## src/rtl/oric_sdram_bridge.sv

```systemverilog
// oric_sdram_bridge: Oric level-strobe RAM accesses to toggle-handshake SDRAM word requests with one pending slot and a one-word read hit cache
module oric_sdram_bridge #(
    parameter int TIMEOUT_CYC = 64,
    parameter bit HIT_EN      = 1'b1
) (
    input  logic        clk_sys,
    input  logic        res_n,
    input  logic        ram_cs,
    input  logic        ram_oe,
    input  logic        ram_we,
    input  logic [15:0] ram_ad,
    input  logic [7:0]  ram_d,
    output logic [7:0]  ram_q,
    output logic        port_req,
    input  logic        port_ack,
    output logic [14:0] port_a,
    output logic [1:0]  port_ds,
    output logic        port_we,
    output logic [15:0] port_d,
    input  logic [15:0] port_q,
    output logic        busy,
    output logic        ovf,
    output logic        tmo
);
    localparam int WW = $clog2(TIMEOUT_CYC);
    typedef enum logic {IDLE, WAIT} state_t;
    state_t state, state_nx;
    logic prev_rd, prev_wr, ack_seen, cur_ad0;
    logic [15:0] prev_ad;
    logic [WW-1:0] wdog;
    logic pend_v, pend_we;
    logic [15:0] pend_ad;
    logic [7:0] pend_d;
    logic hit_v;
    logic [14:0] hit_a;
    logic [15:0] hit_word;
    logic rd, wr, new_wr, new_rd, acc, hit, issue_pend, issue, done, fire, store;
    logic [15:0] iss_ad;
    logic [7:0] iss_d;
    logic iss_we;
    always_comb begin
        rd = ram_cs & ram_oe;
        wr = ram_cs & ram_we;
        new_wr = wr & ~prev_wr;
        new_rd = rd & (~prev_rd | (ram_ad != prev_ad));
        acc = new_wr | new_rd;
        hit = HIT_EN && state == IDLE && !pend_v && !new_wr && new_rd && hit_v && ram_ad[15:1] == hit_a;
        issue_pend = state == IDLE && pend_v;
        issue = issue_pend || (state == IDLE && acc && !hit);
        iss_ad = issue_pend ? pend_ad : ram_ad;
        iss_we = issue_pend ? pend_we : new_wr;
        iss_d = issue_pend ? pend_d : ram_d;
        done = state == WAIT && port_ack != ack_seen;
        fire = state == WAIT && !done && wdog == '0;
        store = acc && (state == WAIT || issue_pend);
        state_nx = issue ? WAIT : (done || fire) ? IDLE : state;
    end
    assign busy = state == WAIT || pend_v;
    always_ff @(posedge clk_sys) begin
        if (!res_n) begin
            state <= IDLE;
            prev_rd <= 1'b0;
            prev_wr <= 1'b0;
            prev_ad <= '0;
            ack_seen <= port_ack;
            cur_ad0 <= 1'b0;
            wdog <= '0;
            port_req <= 1'b0;
            port_we <= 1'b0;
            port_a <= '0;
            port_ds <= 2'b11;
            port_d <= '0;
            ram_q <= '0;
            ovf <= 1'b0;
            tmo <= 1'b0;
            pend_v <= 1'b0;
            pend_we <= 1'b0;
            pend_ad <= '0;
            pend_d <= '0;
            hit_v <= 1'b0;
            hit_a <= '0;
            hit_word <= '0;
        end else begin
            state <= state_nx;
            prev_rd <= rd;
            prev_wr <= wr;
            prev_ad <= ram_ad;
            if (state == IDLE) ack_seen <= port_ack;
            if (state == WAIT && wdog != '0) wdog <= wdog - 1'b1;
            if (issue) begin
                port_a <= iss_ad[15:1];
                port_ds <= iss_we ? {iss_ad[0], ~iss_ad[0]} : 2'b11;
                port_we <= iss_we;
                port_d <= {iss_d, iss_d};
                port_req <= ~port_req;
                cur_ad0 <= iss_ad[0];
                wdog <= WW'(TIMEOUT_CYC - 1);
                // keep the cached word coherent with writes that reach SDRAM
                if (iss_we && iss_ad[15:1] == hit_a) begin
                    if (iss_ad[0]) hit_word[15:8] <= iss_d;
                    else hit_word[7:0] <= iss_d;
                end
            end
            if (hit) ram_q <= ram_ad[0] ? hit_word[15:8] : hit_word[7:0];
            if (done) begin
                ack_seen <= port_ack;
                if (!port_we) begin
                    ram_q <= cur_ad0 ? port_q[15:8] : port_q[7:0];
                    hit_a <= port_a;
                    hit_word <= port_q;
                    hit_v <= 1'b1;
                end
            end
            if (fire) begin
                tmo <= 1'b1;
                ack_seen <= port_req;
            end
            if (issue_pend) pend_v <= 1'b0;
            if (store) begin
                if (pend_v && !issue_pend) ovf <= 1'b1;
                if (!(pend_v && !issue_pend) || new_wr || !pend_we) begin
                    pend_v <= 1'b1;
                    pend_we <= new_wr;
                    pend_ad <= ram_ad;
                    pend_d <= ram_d;
                end
            end
        end
    end
endmodule
```

## config.mk

```make
export PLATFORM = sky130hd
export DESIGN_NAME = oric_sdram_bridge
export DESIGN_NICKNAME = d
export VERILOG_FILES = /design/src/rtl/oric_sdram_bridge.sv
export SDC_FILE = /design/constraint.sdc
export NUM_CORES = 1
export LEC_CHECK = 0
export BUFFER_PORTS_ARGS = -buffer_cell sky130_fd_sc_hd__buf_2
export CORE_MARGIN = 4
export CORE_UTILIZATION = 61
export DETAILED_ROUTE_END_ITERATION = 16
export PLACE_DENSITY = 0.85
export SLEW_MARGIN = 20
export SYNTH_ARGS = -nofsm -noshare
export SYNTH_HDL_FRONTEND = slang
export SYNTH_SLANG_ARGS = --single-unit
```

## constraint.sdc

```tcl
create_clock -name clk_sys -period 5.5 [get_ports clk_sys]
set_input_delay 0.55 -clock clk_sys [delete_from_list [all_inputs] [get_ports clk_sys]]
set_output_delay 0.55 -clock clk_sys [all_outputs]
set_load 0.005 [all_outputs]
```

==> out/qor.txt <==
Number of DRC markers in iteration 0: 494
Number of vias in the routed layout: 5073
Critical path class: register to register
Startpoint type of the worst setup path: register
Power per Cell Area: 387.0 nW/um2
Class of the most critical hold timing path: input pin to register
Minimum clock period after layout: 3.676 ns
Number of primary I/O pins: 92
Buffers on Ports: 91
Pin slew with the least headroom to its limit: 1.015 ns
Number of antenna violations at the first check in global routing: 0
Num Clock Sinks: 122
Detail Route Antenna Nets: 0
Post-synthesis to final-layout area growth: 17.89%
DP Worst Slack: 1.808 ns
Num rows: 35
Mean Syn Cell Area: 9.094 um2
Number of search-and-repair iterations in the first detailed-routing pass: 5
Height of the die: 104.9 um
Setup Total Neg Slack: 0 ns
Count of cell types in the netlist: 51
CTS root buffer: sky130_fd_sc_hd__clkbuf_8
Initial core utilization: 62.30%
Share of the cycle needed by the critical path after routing: 66.84%
Final worst hold slack: 0.2724 ns
Critical path, cell by cell: nand2b_4 > or3b_2 > a21oi_1 > nor4b_1 > nand4_2 > nand4_1 > o211ai_1
Setup repair after global routing missed its margin: no
Routability congestion estimate from global placement: 0.8173
Number of H-tree levels: 4
Final net count: 739
Die Width: 104.9 um
Delay of the slowest cell on the worst path: 0.97 ns
Final worst clock skew: 0.006150 ns
Static leakage: 0.002824 uW
Worst path bufs/invs: 0
Layout cell share with drive strength beyond 1: 24.11%
Placeable core region: 9196 um2
Detailed-route DRC error count: 0
Max Buffers Root-to-Sink: 2
Post-cts resize count: 0
Worst setup slack for register-to-register paths: 1.82 ns
Post-synthesis net count: 677
Total Die Area: 11010 um2
Commonest cells after routing, fill and taps aside: sky130_fd_sc_hd__dfxtp_1, sky130_fd_sc_hd__buf_2, sky130_fd_sc_hd__a21oi_1
Crit. End Element: register
Post-CTS setup-driven buffer insertion count: 0
Clk_lat worst skew: 0.53 ns
Worst vdd ir: 0.2550 mV
Number of global-route vias before repair: 4982
Fin worst setup slack: 1.824 ns
Total global-route track usage: 27.87%
Final-report setup violation count: 0
Cts-stage hold buffer count: 0
Area occupied by registers: 2452 um2
Via count normalized by instance count: 6.217
Number of synthesized register bits: 122
First-pass GRT wire length: 24.84 mm
Number of fill cells in the layout: 615
Final Max Slew Viols: 0
Library cell contributing the largest single delay on the critical path: sky130_fd_sc_hd__dfxtp_1
Commonest non-fill, non-tap cell in the layout: sky130_fd_sc_hd__dfxtp_1
CP delay by family, top: simple AND/OR/NAND/NOR gates
Number of clock buffers inserted by TritonCTS: 17
Worst relative slew slack: 32.33%
Overflow left after global routing: 0
Ys Warns: 0
Multi-input gate area in the final layout: 2948 um2
Utilization of the core after routing: 73.44%
Largest fanout of any net on the critical path: 26
Total wirelength of the detailed-routed design: 15.31 mm
CTS clk-pin slew, worst paths: 0.06 ns
Max-cap viol count: 0
Half-perimeter wire length of the detailed placement result: 9.667 mm
Count of mapped cells out of synthesis: 630
CTS tree: built
Maximum clock frequency: 272.0 MHz
Part of the Yosys area used for sequential elements: 42.80%
Final Hold Vio Count: 0
Detailed-route wire length per cell: 18.77 um
Outcome: finished, final reports clean
# diodes: 0
CP required: 5.90 ns
Arr. time, crit path: 4.07 ns
Mapped Area: 5729 um2
Pin count of the biggest net entering global routing: 77
==> synth_stat cells (all sizes together) <==
cell type	instances	area share (%)
nor4b	2	0.31
a221oi	8	1.4
nor2	56	3.7
buf	27	3.3
and2	16	1.7
nand3	32	2.8
edfxtp	1	0.52
clkbuf	27	1.8
xnor2	44	6.7
nor3	5	0.44
nand2b	2	0.35
nand4	25	2.9
ha	1	0.22
mux2	17	3.3
or3b	3	0.46
mux2i	47	8.4
a31o	1	0.15
or2	2	0.22
o2111ai	1	0.15
nor4bb	1	0.17
o211ai	17	2.4
or4	1	0.13
and3	1	0.11
dfxtp	121	42
a21o	1	0.13
a21oi	60	5.2
nor4	5	0.98
a211oi	16	2.1
nand2	41	2.7
a31oi	6	0.76
inv	14	0.92
nor3b	1	0.13
a2bb2oi	1	0.15
or3	2	0.22
o21ai	18	1.6
nand3b	1	0.13
xor2	6	0.92
==> layer usage <==
| layer | GRT usage (%) | vias to the layer above | share of wire [%] |
|---|---|---|---|
| met2 | 45.65 | 267 | 49 |
| li1 | - | 2345 | - |
| met5 | 0 | - | 0 |
| met3 | 6.671 | 50 | 7.8 |
| met1 | 34.84 | 2411 | 40 |
| met4 | 12.37 | 0 | 3.2 |
==> per-stage QoR <==
stage	cells	power, uW	instance area [um2]
floorplan	630	1292	5729
global placement	783	1396	6085
detailed placement	783	1412	6085
CTS	815	2609	6726
global route	816	2705	6754
finish	816	2614	6754
==> power breakdown <==
part	internal [uW]	leakage, uW	switching (uW)	total (uW)
clock network	778	0.000310	423	1200
registers	957	0.00100	65.7	1020
logic	167	0.00151	222	389
total	1900	0.00282	711	2610
==> flip-flops by register name, indices dropped and copies added, names as in the netlist, 2 cells and up <==
name	count
port_ds	2
hit_a	15
pend_ad	16
port_a	15
hit_word	16
port_d	8
prev_ad	16
pend_d	8
wdog	6
ram_q	8
==> kinds of logic (layout without fill, tap and decap cells) <==
group	after synthesis	count (layout)	share of synthesized area (%)
AO/OA/AOI/OAI	129	129	14.11
buffers and inverters	68	143	5.940
multiplexers	64	64	11.75
flip-flops	122	122	42.80
XOR/XNOR	50	50	7.644
AND/OR/NAND/NOR	196	196	17.54
adder cells (fa/ha/maj)	1	1	0.2184
==> layout make-up <==
cell class / count / area share, %
Clock buffer: 19 / 6.706
Clock inverter: 13 / 2.797
Inverter: 14 / 0.7781
Multi-Input combinational cell: 440 / 43.65
Sequential cell: 122 / 36.31
Tap cell: 111 / 2.056
Timing Repair Buffer: 97 / 7.707
==> worst register-to-register path, delay by kind of cell (launching register included) <==
kind | cells | cell delay (ns)
AO/OA/AOI/OAI | 2 | 0.34
flip-flops | 1 | 0.97
AND/OR/NAND/NOR | 5 | 2.24
==> path summary, 6_finish.rpt <==
kind         cells past startpoint      start           to
min reg2reg                      2        tmo          tmo
max                              7      state  hit_word[6]
max reg2reg                      7      state  hit_word[6]
min                              3  port_q[0]  hit_word[0]
No activity file was read; power rests on OpenSTA's default activity.
